`config.mk`:
```
export PLATFORM = sky130hd
export DESIGN_NAME = serial_alu_unit
export DESIGN_NICKNAME = d
export VERILOG_FILES = /design/src/rtl/serial_alu_unit.sv
export SDC_FILE = /design/constraint.sdc
export NUM_CORES = 1
export LEC_CHECK = 0
export CAP_MARGIN = 15
export CORE_MARGIN = 10
export CORE_UTILIZATION = 34
export CTS_CLUSTER_DIAMETER = 120
export DETAILED_ROUTE_END_ITERATION = 8
export PLACE_DENSITY = 0.67
export SLEW_MARGIN = 20
export SYNTH_ARGS = -nofsm -noshare
export SYNTH_HDL_FRONTEND = slang
export SYNTH_SLANG_ARGS = --single-unit
```
`constraint.sdc`:
```
create_clock -name clk -period 2 [get_ports clk]
set_input_delay 0.4 -clock clk [delete_from_list [all_inputs] [get_ports clk]]
set_output_delay 0.4 -clock clk [all_outputs]
set_load 0.01 [all_outputs]
```
`src/rtl/serial_alu_unit.sv`:
```
// -----------------------------------------------------------------------------
// serial_alu_unit
//
// Bit-serial ALU. Operands and opcode are captured on a start request. One
// result bit is then produced per clock, LSB first, through a single 1-bit
// logic / full-adder slice. After N processing cycles, Y, C and Z are updated
// together and done pulses for one cycle.
//
// Ports:
//   clk    in   system clock, all state on the rising edge
//   rst_n  in   asynchronous active-low reset
//   start  in   operation request, sampled only while busy=0
//   op     in   opcode [2:0], captured with start
//   A, B   in   N-bit operands, captured with start
//   busy   out  high while bits are being processed
//   done   out  one-cycle pulse when Y/C/Z update
//   Y      out  registered N-bit result
//   C      out  carry (ADD) / no-borrow (SUB) flag, 0 for the other ops
//   Z      out  zero flag of the newly loaded Y
//
// Opcodes: 000 AND, 001 OR, 010 XOR, 011 ADD, 100 SUB, 101 NOTA,
//          110/111 reserved (result 0, C=0, still N cycles with done).
// -----------------------------------------------------------------------------
module serial_alu_unit #(
  parameter int N = 4
) (
  input  logic         clk,
  input  logic         rst_n,
  input  logic         start,
  input  logic [2:0]   op,
  input  logic [N-1:0] A,
  input  logic [N-1:0] B,
  output logic         busy,
  output logic         done,
  output logic [N-1:0] Y,
  output logic         C,
  output logic         Z
);

  localparam logic [2:0] OP_AND  = 3'b000;
  localparam logic [2:0] OP_OR   = 3'b001;
  localparam logic [2:0] OP_XOR  = 3'b010;
  localparam logic [2:0] OP_ADD  = 3'b011;
  localparam logic [2:0] OP_SUB  = 3'b100;
  localparam logic [2:0] OP_NOTA = 3'b101;

  localparam int CW = (N > 1) ? $clog2(N) : 1;
  // Partial result holds the N-1 bits finished before the final cycle; the
  // last bit comes straight from the slice on the completion edge.
  localparam int RW = (N > 1) ? N - 1 : 1;

  typedef enum logic {
    IDLE = 1'b0,
    RUN  = 1'b1
  } state_t;

  state_t         state_q;
  logic [N-1:0]   a_q;
  logic [N-1:0]   b_q;
  logic [2:0]     op_q;
  logic [CW-1:0]  cnt_q;
  logic           carry_q;
  logic [RW-1:0]  res_q;

  logic           busy_q;
  logic           done_q;
  logic [N-1:0]   y_q;
  logic           c_q;
  logic           z_q;

  // ---------------------------------------------------------------------------
  // 1-bit slice
  // ---------------------------------------------------------------------------
  logic           b_eff;
  logic           sum_bit;
  logic           carry_d;
  logic           res_bit;
  logic           arith_op;
  logic           last_bit;
  logic [RW-1:0]  res_d;
  logic [N-1:0]   full_res;

  always_comb begin
    // SUB is A + ~B + 1: invert B here, the +1 is the preset carry_in.
    b_eff    = b_q[0] ^ (op_q == OP_SUB);
    sum_bit  = a_q[0] ^ b_eff ^ carry_q;
    carry_d  = (a_q[0] & b_eff) | (a_q[0] & carry_q) | (b_eff & carry_q);
    arith_op = (op_q == OP_ADD) || (op_q == OP_SUB);
    last_bit = (cnt_q == CW'(N - 1));
    res_bit  = 1'b0;
    case (op_q)
      OP_AND:  res_bit = a_q[0] & b_q[0];
      OP_OR:   res_bit = a_q[0] | b_q[0];
      OP_XOR:  res_bit = a_q[0] ^ b_q[0];
      OP_ADD:  res_bit = sum_bit;
      OP_SUB:  res_bit = sum_bit;
      OP_NOTA: res_bit = ~a_q[0];
      default: res_bit = 1'b0;
    endcase
  end

  generate
    if (N == 1) begin : g_single
      assign res_d    = 1'b0;
      assign full_res = res_bit;
    end else begin : g_multi
      always_comb begin
        res_d       = res_q >> 1;
        res_d[RW-1] = res_bit;
      end
      assign full_res = {res_bit, res_q};
    end
  endgenerate

  // ---------------------------------------------------------------------------
  // Control FSM with registered outputs
  // ---------------------------------------------------------------------------
  always_ff @(posedge clk or negedge rst_n) begin
    if (!rst_n) begin
      state_q <= IDLE;
      a_q     <= '0;
      b_q     <= '0;
      op_q    <= '0;
      cnt_q   <= '0;
      carry_q <= 1'b0;
      res_q   <= '0;
      busy_q  <= 1'b0;
      done_q  <= 1'b0;
      y_q     <= '0;
      c_q     <= 1'b0;
      z_q     <= 1'b1;
    end else begin
      done_q <= 1'b0;
      case (state_q)
        IDLE: begin
          if (start) begin
            a_q     <= A;
            b_q     <= B;
            op_q    <= op;
            cnt_q   <= '0;
            carry_q <= (op == OP_SUB);
            res_q   <= '0;
            busy_q  <= 1'b1;
            state_q <= RUN;
          end
        end
        RUN: begin
          a_q     <= a_q >> 1;
          b_q     <= b_q >> 1;
          carry_q <= carry_d;
          res_q   <= res_d;
          cnt_q   <= cnt_q + 1'b1;
          if (last_bit) begin
            y_q     <= full_res;
            c_q     <= arith_op ? carry_d : 1'b0;
            z_q     <= (full_res == '0);
            busy_q  <= 1'b0;
            done_q  <= 1'b1;
            state_q <= IDLE;
          end
        end
        default: state_q <= IDLE;
      endcase
    end
  end

  assign busy = busy_q;
  assign done = done_q;
  assign Y    = y_q;
  assign C    = c_q;
  assign Z    = z_q;

endmodule

```
Word level (Yosys, flattened, before mapping):

Cells that the tools add are included.

* logic and storage cells: 62
* input port bits: 14
* flip-flop bits (word level): 26
* output and inout bits: 8

* reductions and logical operators: 7
* bitwise operators: 13
* multiplexer cells: 20
* equality and inequality tests: 9
* $add $sub $neg: 1

Operator list (count)
* case mux 4 bit (2 select lines): 2
* equality test 3 bit, second input constant: 3
* two-way mux 1 bit: 8
* two-way mux 4 bit: 2
* equality test 3 x 2 -> 1 bit, second input constant: 2
* case mux 1 bit (2 select lines): 3
* case mux 3 bit (2 select lines): 1
* AND reduction 2 bit: 3
* case mux 1 bit (5 select lines): 1
* AND 1 bit: 4
* zero test 4 bit: 1
* case mux 2 bit (2 select lines): 1
* bitwise XOR 1 bit: 4
* equality test 3 x 1 -> 1 bit, second input constant: 1
* zero test 3 bit: 1
* two-way mux 3 bit: 1
* bitwise OR 1 bit: 3
* adder 2 x 1 -> 2 bit, second input constant: 1
* equality test 2 bit, second input constant: 1
* two-way mux 2 bit: 1
* != test 2 x 1 -> 1 bit, second input constant: 1
* != test 2 bit, second input constant: 1
* inverter 1 bit: 2
* OR reduction 2 bit: 1
* logical OR 1 bit: 1

Logic depth before layout (Yosys ltp):

* depth after elaboration: 6
* gate-level depth with buffers: 6
* depth with buffers taken out: 6

Worst setup path before layout:

OpenSTA, ideal clock, no wires.

* path kind: register to register
* from: register op_q[0]
* to: register z_q, in the netlist Z
* setup slack: 75 ps
* required time: 1920 ps
* arrival: 1846 ps
* clock period less this slack: 1925 ps
* setup time: 80 ps
* buffers on the path: 0
* cell stages (with the launch flop): 6
* path through: dfrtp_1 -> or3b_4 -> xnor2_1 -> fa_1 -> a21bo_1 -> a32o_1

* longest elaborated chain between the ends: 6
* elaborated cells between the ends (all ways): 12
* classes of those cells: eq/ne: 5; mux: 1; bitwise: 3; reduce/logical: 3

Ends and longest elaborated chain
* start: declaration: line 60 `logic [2:0] op_q;`
* start signal: assignment: line 139 `op_q <= op;`
* equality test 3 bit: line 85, 91
* bitwise XOR 1 bit: line 85 `b_eff = b_q[0] ^ (op_q == OP_SUB);`
* bitwise XOR 1 bit (2 in series): line 86 `sum_bit = a_q[0] ^ b_eff ^ carry_q;`
* case mux 1 bit (5 select lines) (*): line 91 `case (op_q)`
* zero test 4 bit (*): line 156 `z_q <= (full_res == '0);`
* end signal: assignment: line 156
* end: declaration: line 69 `logic z_q;`

Every way passes the cells marked *; elsewhere a longest branch is shown, timed or not.
A chain may end at the register's enable or synchronous reset.

Final worst setup path:

Ends and elaborated chain as after synthesis.

==> reports/metrics.yaml <==
drt-total-wl_um: 2300
syn-num-nets: 121
setup_viol: 0
crit_fanout: 3
yosysTopAreaCellShare_pct: 52.9
dieArea_mm2: 0.00624
antenna_found_initial: 0
crit_path_end_kind: "flop"
core_mm2: 0.00336
cts_tree: "built"
finalHoldViolations: 0
netlist_area_mm2: 0.00118
slew_violations: 0
multiInputGateArea_um2: 495
post-dp-hpwl_um: 1770
worstSkewPairLatency_ns: 0.32
io_pins: 22
p_leak_nw: 0.702
hold_path.class: "input port to async pin"
diodes: 0
cts_buffers: 3
slowest_stage: "fa_1"
cap_violations: 0
critPathArrivalTime_ns: 2.24
register_area_um2: 652
first_global_vias: 939
h-tree-depth: 1
final_util_pct: 45.5
rsz0062_at_grt: "true"
track_usage_pct: 8.06
avgSynthCellArea_um2: 11.5
mostFrequentLayoutCells: "dfrtp_1 (25), clkdlybuf4s50_1 (21), nand2_1 (10), nor2_1 (9), mux2i_1 (9)"
power_density_mw_per_mm2: 1330
cp_num_buf_inv: 0
cts_sinks: 26
grt_use_met2_pct: 13.1
critPathRequiredTime_ns: 2.27
critPathTopFamily: "adder cells"
ir_drop_uv: 656
p_total_w: 0.00203
portBuffers: 21
grt_max_degree: 27
final_common_cell: "dfrtp_1"
synth_cell_type_count: 28
slew_headroom_pct: 76.7
worstPathCellList: "or3b_4 > xnor2_2 > fa_1 > a21bo_1 > a32o_1"
final_area_mm2: 0.00153
fp-row-count: 21
yosysSeqAreaShare_pct: 55.1
die_w_um: 79
ctsRootBufferMaster: "clkbuf_4"
layout.nets: 150
crit_type: "flop to flop"
fin_skew_ns: 0.00393
dr_total_vias: 857
synth_seq_cells: 26
drive_gt1_share_pct: 13.0
wl_per_cell_um: 13.0
fmax_mhz: 508
grt_pass1_wl_um: 4200
grtUsageMet3_pct: 3.60
syn_to_final_growth_pct: 29.3
start_util_pct: 35.2
dr.pass1.iters: 4
drc_errors: 0
outcome: "finished, final reports clean"
fin_crit_ns: 1.97
syn_inst: 103
gp_congestion: 0.705
fin_crit_sh_pct: 98.4
die_y_um: 79
yosys_warnings: 0
viasPerCell: 4.84
grt-busiest-layer: "met2"
grt-ovfl-total: 0
drtIter0Drc: 74
tightest_slew_ns: 0.348
clk_path_buf_depth: 2
slowest_delay_ns: 0.47
ys_top_cells_by_area: "dfrtp_1 (53%), mux2i_1 (7.6%), mux2_1 (6.7%)"
startpoint_type: "flop"
fillers: 344
dpl_cell_area_mm2: 0.00149
synth_largest_area_cell: "dfrtp_1"
postRouteAntennaNets: 0
clk_pin_slew_ns: 0.14
grtUsageMet1_pct: 9.79
## worst reg2reg max path: stages (launching register included)
cell and delay, ns:
dfrtp_1 0.41, or3b_4 0.43, xnor2_2 0.15, fa_1 0.47, a21bo_1 0.22, a32o_1 0.24
## state kept, by name (all words and copies together) (netlist names)
register	flops
C	1
Y	4
Z	1
a_q	4
b_q	4
busy	1
carry_q	1
cnt_q	2
done	1
op_q	3
res_q	3
state_q	1
## timing repair
| action | CTS | global route |
|---|---|---|
| hold buffers | 0 | 0 |
| gates resized for setup | 0 | 1 |
| buffers inserted | 0 | 0 |
| setup endpoints to repair | 0 | 1 |
## per-stage QoR
stage | TNS, ns | instances | hold slack [ns] | worst slack [ns]
6_report | 0 | 177 | 0.420 | 0.0329
5_1_grt | -0.0312 | 177 | 0.425 | -0.0312
4_1_cts | 0 | 177 | 0.423 | 0.0358
3_5_place_dp | 0 | 173 | 0.475 | 0.0575
3_3_place_gp | 0 | 173 | 0.468 | 0.0799
2_1_floorplan | 0 | 103 | 0.104 | 0.0747
## cells by family (layout without fill, tap and decap cells)
kind of cell / after synthesis / count (layout) / synth area share, %
adders and majority gates: 4 / 4 / 4.86
buffers and inverters: 11 / 39 / 3.70
muxes: 17 / 17 / 15.2
AOI/OAI and AO/OA: 19 / 19 / 10.4
and+or+nand+nor: 25 / 25 / 10.0
xor gates and xnor gates: 1 / 1 / 0.740
DFF: 26 / 26 / 55.1
## metal layers
metal | vias to the layer above | routed length [µm]
met1 | 419 | 1060
met4 | 0 | 11
met5 | - | 0
li1 | 417 | -
met2 | 19 | 1090
met3 | 2 | 135
## path summary, 6_finish.rpt
kind                              start      to  slack (ns)  cells past startpoint
worst max-delay path            op_q[0]       Z        0.03                      5
worst min-delay path              rst_n  b_q[2]        0.42                      2
worst max register to register  op_q[0]       Z        0.03                      5
worst min register to register   b_q[1]  b_q[0]        0.50                      2
max in group asynchronous         rst_n       Z        1.29                      2
min in group clk                 b_q[1]  b_q[0]        0.50                      2
## cell usage after synthesis
library cell  number
buf_1              2
or3b_4             1
a32o_1             1
a31oi_1            2
ha_1               3
dfrtp_1           25
nand2b_1           2
nor2_1             9
mux2i_1            9
a32oi_1            1
buf_2              2
inv_2              2
fa_1               1
a211oi_1           1
nor4bb_1           1
inv_1              5
nor4_1             1
nand3b_1           1
nand2_1           10
mux2_1             7
a21oi_1            2
a21bo_1            1
dfstp_2            1
o22ai_1            1
o21ai_1            8
a22o_1             2
xnor2_1            1
mux2_2             1
## cell type report
| cell class | count | share of cell area [%] |
|---|---|---|
| Sequential cell | 26 | 42.6 |
| Multi-Input combinational cell | 66 | 32.4 |
| Timing Repair Buffer | 28 | 17.2 |
| Tap cell | 46 | 3.76 |
| Clock buffer | 4 | 2.37 |
| Inverter | 7 | 1.72 |
## power breakdown
| part | switching [W] | internal, W | total (W) |
|---|---|---|---|
| clock | 0.000154 | 0.000111 | 0.000265 |
| combinational | 0.000391 | 0.000482 | 0.000872 |
| sequential | 0.000147 | 0.000747 | 0.000893 |
| total | 0.000691 | 0.00134 | 0.00203 |
(Power assumes the default switching activity.)
